$ cat src/rtl/eth_helper_pkg.sv
// Shared types and width helpers for the Ethernet stream arbitration blocks.
package eth_helper_pkg;

  typedef enum logic {
    IDLE  = 1'b0,
    GRANT = 1'b1
  } arb_state_t;

  localparam int DEF_MAX_BEATS    = 256;
  localparam int DEF_STALL_CYCLES = 1024;

  // Index width that never collapses to zero bits for single-entry ranges.
  function automatic int idx_width(input int n);
    return (n > 1) ? $clog2(n) : 1;
  endfunction

  function automatic int cnt_width(input int max_val);
    return $clog2(max_val + 1);
  endfunction

endpackage

$ cat src/rtl/rr_pick.sv
// Combinational round-robin picker: first set request after 'last', wrapping modulo N.
module rr_pick #(
  parameter int N = 4,
  parameter int W = 2
) (
  input  logic [N-1:0] req,
  input  logic [W-1:0] last,
  output logic [W-1:0] idx,
  output logic         valid
);

  int cand;

  always_comb begin
    idx   = '0;
    valid = 1'b0;
    cand  = 0;
    for (int k = 1; k <= N; k++) begin
      cand = int'(last) + k;
      if (cand >= N) cand = cand - N;
      if (!valid && req[cand]) begin
        idx   = W'(cand);
        valid = 1'b1;
      end
    end
  end

endmodule

$ cat src/rtl/eth_stream_arbiter.sv
// Round-robin, packet-granular arbiter sharing one AXI-Stream master among NUM_SRC sources.
// state | meaning:  IDLE | no grant, picking next source;  GRANT | grant_id owns the port until tlast or stall
module eth_stream_arbiter
  import eth_helper_pkg::*;
#(
  parameter int NUM_SRC      = 4,
  parameter int DATA_WIDTH   = 128,
  parameter int MAX_BEATS    = DEF_MAX_BEATS,
  parameter int STALL_CYCLES = DEF_STALL_CYCLES
) (
  input  logic                          clk,
  input  logic                          reset,
  input  logic [NUM_SRC-1:0]            src_valid,
  input  logic [NUM_SRC-1:0]            src_in_progress,
  input  logic [NUM_SRC*DATA_WIDTH-1:0] src_data,
  output logic [NUM_SRC-1:0]            src_ready,
  output logic [DATA_WIDTH-1:0]         m_axis_tdata,
  output logic                          m_axis_tvalid,
  output logic                          m_axis_tlast,
  input  logic                          m_axis_tready,
  output logic [$clog2(NUM_SRC)-1:0]    grant_id,
  output logic                          busy,
  output logic                          err_overlength,
  output logic                          err_stall
);

  localparam int IW = idx_width(NUM_SRC);
  localparam int BW = cnt_width(MAX_BEATS);
  localparam int SW = idx_width(STALL_CYCLES);

  arb_state_t              state_q, state_d;
  logic [IW-1:0]           grant_q, last_q, pick_idx;
  logic                    pick_vld;
  logic [BW-1:0]           beat_q;
  logic [SW-1:0]           stall_q;
  logic [DATA_WIDTH-1:0]   data_q, g_data;
  logic                    ovl_q, stall_err_q;
  logic                    in_grant, g_valid, g_inprog, beat, forced_last, tlast, stall_hit;

  rr_pick #(.N(NUM_SRC), .W(IW)) u_pick (
    .req   (src_valid),
    .last  (last_q),
    .idx   (pick_idx),
    .valid (pick_vld)
  );

  always_comb begin
    in_grant    = (state_q == GRANT);
    g_valid     = src_valid[grant_q];
    g_inprog    = src_in_progress[grant_q];
    g_data      = src_data[int'(grant_q)*DATA_WIDTH +: DATA_WIDTH];
    beat        = in_grant & g_valid & m_axis_tready;
    forced_last = (beat_q == BW'(MAX_BEATS - 1));
    tlast       = in_grant & (~g_inprog | forced_last);
    stall_hit   = in_grant & ~beat & (stall_q == SW'(STALL_CYCLES - 1));

    src_ready = '0;
    if (in_grant) src_ready[grant_q] = m_axis_tready;
    m_axis_tvalid = in_grant & g_valid;
    m_axis_tlast  = tlast;
    m_axis_tdata  = in_grant ? g_data : data_q;
  end

  always_comb begin
    state_d = state_q;
    case (state_q)
      IDLE:    if (pick_vld) state_d = GRANT;
      GRANT:   if ((beat & tlast) | stall_hit) state_d = IDLE;
      default: state_d = IDLE;
    endcase
  end

  always_ff @(posedge clk) begin
    if (reset) begin
      state_q     <= IDLE;
      grant_q     <= '0;
      last_q      <= IW'(NUM_SRC - 1);
      beat_q      <= '0;
      stall_q     <= '0;
      data_q      <= '0;
      ovl_q       <= 1'b0;
      stall_err_q <= 1'b0;
    end else begin
      state_q     <= state_d;
      ovl_q       <= 1'b0;
      stall_err_q <= 1'b0;
      if (!in_grant && pick_vld) begin
        grant_q <= pick_idx;
        beat_q  <= '0;
        stall_q <= '0;
      end
      if (in_grant) begin
        data_q <= g_data;
        if (beat) begin
          beat_q  <= beat_q + BW'(1);
          stall_q <= '0;
          if (tlast) begin
            last_q <= grant_q;
            ovl_q  <= forced_last & g_inprog;
          end
        end else begin
          if (stall_q != '1) stall_q <= stall_q + SW'(1);
          // A stalled grant is dropped without tlast; the framer discards the fragment.
          if (stall_hit) begin
            last_q      <= grant_q;
            stall_err_q <= 1'b1;
          end
        end
      end
    end
  end

  assign grant_id       = grant_q;
  assign busy           = in_grant;
  assign err_overlength = ovl_q;
  assign err_stall      = stall_err_q;

endmodule

$ cat config.mk
export PLATFORM = sky130hd
export DESIGN_NAME = eth_stream_arbiter
export DESIGN_NICKNAME = d
export VERILOG_FILES = /design/src/rtl/eth_helper_pkg.sv /design/src/rtl/rr_pick.sv /design/src/rtl/eth_stream_arbiter.sv
export SDC_FILE = /design/constraint.sdc
export NUM_CORES = 1
export LEC_CHECK = 0
export CELL_PAD_IN_SITES_DETAIL_PLACEMENT = 1
export CELL_PAD_IN_SITES_GLOBAL_PLACEMENT = 2
export CORE_AREA = 4 4 252 254
export CTS_CLUSTER_DIAMETER = 30
export CTS_CLUSTER_SIZE = 25
export DETAILED_ROUTE_END_ITERATION = 10
export DIE_AREA = 0 0 256 258
export PLACE_DENSITY_LB_ADDON = 0.1
export SYNTH_ARGS = -nofsm -noshare
export SYNTH_HDL_FRONTEND = slang
export SYNTH_SLANG_ARGS = --single-unit
export TNS_END_PERCENT = 1
$ cat constraint.sdc
create_clock -name clk -period 3.76 [get_ports clk]
set_clock_uncertainty 0.1 [all_clocks]
set_input_delay 0.376 -clock clk [delete_from_list [all_inputs] [get_ports clk]]
set_output_delay 0.376 -clock clk [all_outputs]
set_load 0.02 [all_outputs]
==> results summary <==
The CTS tree is built. In the layout the commonest cells are sky130_fd_sc_hd__clkdlybuf4s50_1 (661), sky130_fd_sc_hd__dfxtp_1 (151), sky130_fd_sc_hd__mux4_2 (130). The Yosys warning count came out at 0.

The buffer count from post-CTS setup fixing is 0. A synthesized cell averages 12.58 um^2. When the netlist entered floorplanning its net count stood at 1,274. The number of standard cells in the layout, taps in and fillers out came out at 2,204. Buffers placed on the I/O ports in this run total 661.

The total of endpoints with negative setup slack in the final report came out at 0. In this run the vertical extent of the chip is 258 um. The share of the synthesized area in the top cell type came out at 32.77%. The I/O pin count came out at 662. Of the synthesized area, sequential elements account for 32.77%. CTS saw 154 sinks. The clock period minus worst slack is 3.401 ns. The total of flip-flops plus latches after synthesis is 154.

The final-layout setup total negative slack came out at 0 ns. The number of library cell types mapped by synthesis came out at 40. The maximum clock frequency is 0.2940 GHz. The tightest slew margin relative to the limit is 55.51%.

Dividing the detail-routed wire length by the instance count gives 24.96 um. The initial standard-cell utilization of the core is 15.36%. The cell sitting at the root of the clock tree is a sky130_fd_sc_hd__clkbuf_16. The congestion estimate from routability-driven global placement came to 0.8240. The detail-routed via count per cell is 4.124. The later pin in the worst-skew pair is clocked with a latency of 0.48 ns. The number of placement rows is 91. The number of nets at the end of the flow is 1,918. Dividing total power by cell area gives a power density of 351.6 mW/mm^2.

The placed instance count came out at 2,163. The flow ran to the end, and the final reports show no timing, DRC or antenna violations. The total count of hold-check failures in the final report came out at 0.

The growth of design area from synthesis to finish is 88.72%. Summed over all layers, the routed wires come to 55.00 mm. For the worst setup path, the data required time is 3.28 ns.

The final cell utilization of the core came out at 28.99%. The overall die area is 0.06605 mm^2. The min-delay analysis places its worst path in the category flop to flop.

After synthesis, the largest family of logic cells by area is multiplexers. At the pin with the least slew margin, the transition time is 0.6653 ns. The combined area of the multi-input logic cells came out at 0.005977 mm^2. The half-perimeter wire length after detailed placement is 45.38 mm. The first global-routing pass estimated 77.22 mm of wire. The share of layout cells above drive strength 1 is 23.13%. For this run, design rule violations remaining after detail routing come to 0. In the synthesized netlist the dominant register cell turns out to be sky130_fd_sc_hd__dfxtp_1.

Along the worst path, the maximum fanout reaches 21. The leftover overflow at the end of global routing is 0. The pin count of the biggest net entering global routing came out at 75. Counting flops with an async set or reset pin after synthesis yields a share of 0%. The final antenna-violating net count is 0.

The most frequent standard cell in the layout excluding fill and tap cells is sky130_fd_sc_hd__clkdlybuf4s50_1. The internal power is 4.423 mW. In this run the power spent charging and discharging nets is 1.821 mW. Detailed routing inserted a total of 9,089 vias. In this run the horizontal extent of the chip is 256 um.

The critical path is of the flop to output port type. The arrival time at the worst endpoint came out at 2.92 ns. For this design the static power due to leakage is 6.231 nW.

The total area of sequential cells came out at 0.003094 mm^2. The post-synthesis instance area came out at 0.009409 mm^2. The combinational power share came out at 37.9%. By area the synthesized netlist is led by sky130_fd_sc_hd__dfxtp_1 (33%), sky130_fd_sc_hd__mux4_2 (31%), sky130_fd_sc_hd__mux2_2 (15%), sky130_fd_sc_hd__and2_1 (8.6%), sky130_fd_sc_hd__buf_4 (1.2%). The startpoint class of the critical path is a flop. Summing the areas of all fa, ha and maj instances in the mapped netlist gives 0.3989% of the synthesized area.

The initial DRC count came out at 249. Setup repair after global routing left no endpoint under its margin. The complex-gate fraction of the synthesized area came out at 3.059%. The via count of the first global-routing pass is 9,957. The ratio of final minimum period to clock period is 90.45%.

Global routing used 16.34% of the available tracks. The count of H-tree levels built during CTS is 4. The number of buffers added by the clock tree synthesis step came out at 17. The share of total power dissipated in the clock network is 33.0%. The number of flops mapped to enable cells by yosys came out at 0. The number of hold-repair buffers added at the cts stage is 0. The deepest clock path buffer count came out at 2. The core region is 0.06126 mm^2. STA classifies the critical path endpoint as an output port. The maximum resistive drop on vdd came out at 0.3431 mV. The initial antenna violation count is 15. The area share of and/or/nand/nor cells after synthesis came out at 13.01%.

The count of mapped cells out of synthesis came out at 748. The xor/xnor cell area share of the yosys netlist came out at 0.09309%. The post-cts repair resize count came out at 0. The number of slew-limit violations in the final report is 0. The mux cell area share after synthesis came out at 46.97%.

The share of power burned in registers came out at 29.1%. The library cell occupying the most area in the post-synthesis netlist is sky130_fd_sc_hd__dfxtp_1. The first TritonRoute pass finished after 4 iterations.

The clock transition at the register clock pins on the worst setup and hold paths after CTS is 0.07 ns. The max-cap violation count came out at 0. The layout has 6,763 filler cells.

Net switching is 29.17% of the power.
[power groups by stage]
stage	clock network (mW)	registers [mW]	logic [mW]
2_1_floorplan	0	1.83	1.12
3_3_place_gp	0	1.86	2.41
3_5_place_dp	0	1.86	2.42
4_1_cts	2.18	1.82	2.43
5_1_grt	2.23	1.84	2.52
6_report	2.06	1.82	2.37
[per-layer routing]
| metal | part of all wire [%] | vias up | GRT usage [%] |
|---|---|---|---|
| met3 | 8.2 | 53 | 6.757 |
| met1 | 37 | 4519 | 17.19 |
| met2 | 53 | 346 | 29.83 |
| met4 | 1.7 | 14 | 4.967 |
| met5 | 0.17 | - | 0 |
| li1 | - | 4157 | - |
[synth_stat cells (9+ instances only)]
| library cell | n |
|---|---|
| sky130_fd_sc_hd__buf_4 | 15 |
| sky130_fd_sc_hd__clkbuf_1 | 28 |
| sky130_fd_sc_hd__mux2_2 | 128 |
| sky130_fd_sc_hd__nor2_1 | 13 |
| sky130_fd_sc_hd__and2_1 | 129 |
| sky130_fd_sc_hd__nand3_1 | 15 |
| sky130_fd_sc_hd__a31oi_1 | 10 |
| sky130_fd_sc_hd__o21ai_0 | 9 |
| sky130_fd_sc_hd__dfxtp_1 | 154 |
| sky130_fd_sc_hd__buf_1 | 14 |
| sky130_fd_sc_hd__inv_1 | 10 |
| sky130_fd_sc_hd__nor3_1 | 9 |
| sky130_fd_sc_hd__mux4_2 | 130 |
| sky130_fd_sc_hd__nand2_1 | 15 |
[logic make-up (layout without fill, tap and decap cells)]
group | after synthesis | in the layout
flops | 154 | 154
compound gates | 43 | 43
buf+inv | 74 | 731
other cells | 0 | 9
simple gates | 210 | 210
xor+xnor | 1 | 1
fa+ha+maj | 3 | 3
mux | 263 | 263
[through the flow]
stage	total power, mW	instance area [um^2]	hold WS (ns)	setup slack [ns]
final	6.244	17760	0.3817	0.3592
after global routing	6.590	17750	0.4190	0.1859
after CTS	6.432	17730	0.3889	0.2129
after detailed placement	4.279	17060	0.3778	0.7769
after global placement	4.273	17060	0.3592	0.7655
after floorplan	2.951	9409	0.3475	1.563
[registers in the layout (all words and copies together) (netlist names)]
register and cells:
grant_id 2, err_overlength 1, err_stall 1, beat_q 9, busy 1, last_q 2
data_q 128, stall_q 10
[path summary, 6_finish.rpt]
kind                       startpoint                    end  slack, ns  depth (start not counted)
max          grant_id[0]$_SDFFE_PP0P_       m_axis_tdata[97]       0.36                          5
min              beat_q[1]$_SDFF_PP0_   beat_q[1]$_SDFF_PP0_       0.38                          2
min reg2reg      beat_q[1]$_SDFF_PP0_   beat_q[1]$_SDFF_PP0_       0.38                          2
max reg2reg     stall_q[0]$_SDFF_PP0_  stall_q[9]$_SDFF_PP0_       1.37                          5
[critical path, stage by stage, from the launching register on]
cell                              delay (ns)
sky130_fd_sc_hd__dfxtp_4                0.52
sky130_fd_sc_hd__buf_12                 0.24
sky130_fd_sc_hd__buf_4                  0.20
sky130_fd_sc_hd__mux4_2                 0.55
sky130_fd_sc_hd__mux2_2                 0.30
sky130_fd_sc_hd__clkdlybuf4s50_1        0.60
[area by class of cell]
| cell class | count | area share [%] |
|---|---|---|
| clock buffers | 21 | 2.713 |
| well taps | 790 | 5.567 |
| flip-flops and latches | 154 | 17.43 |
| multi-input cells | 520 | 33.66 |
| repair buffers | 689 | 39.22 |
| inverters | 10 | 0.2255 |
| diodes | 9 | 0.1268 |
| clock inverters | 11 | 1.064 |
Power figures use the tool's default switching activity.
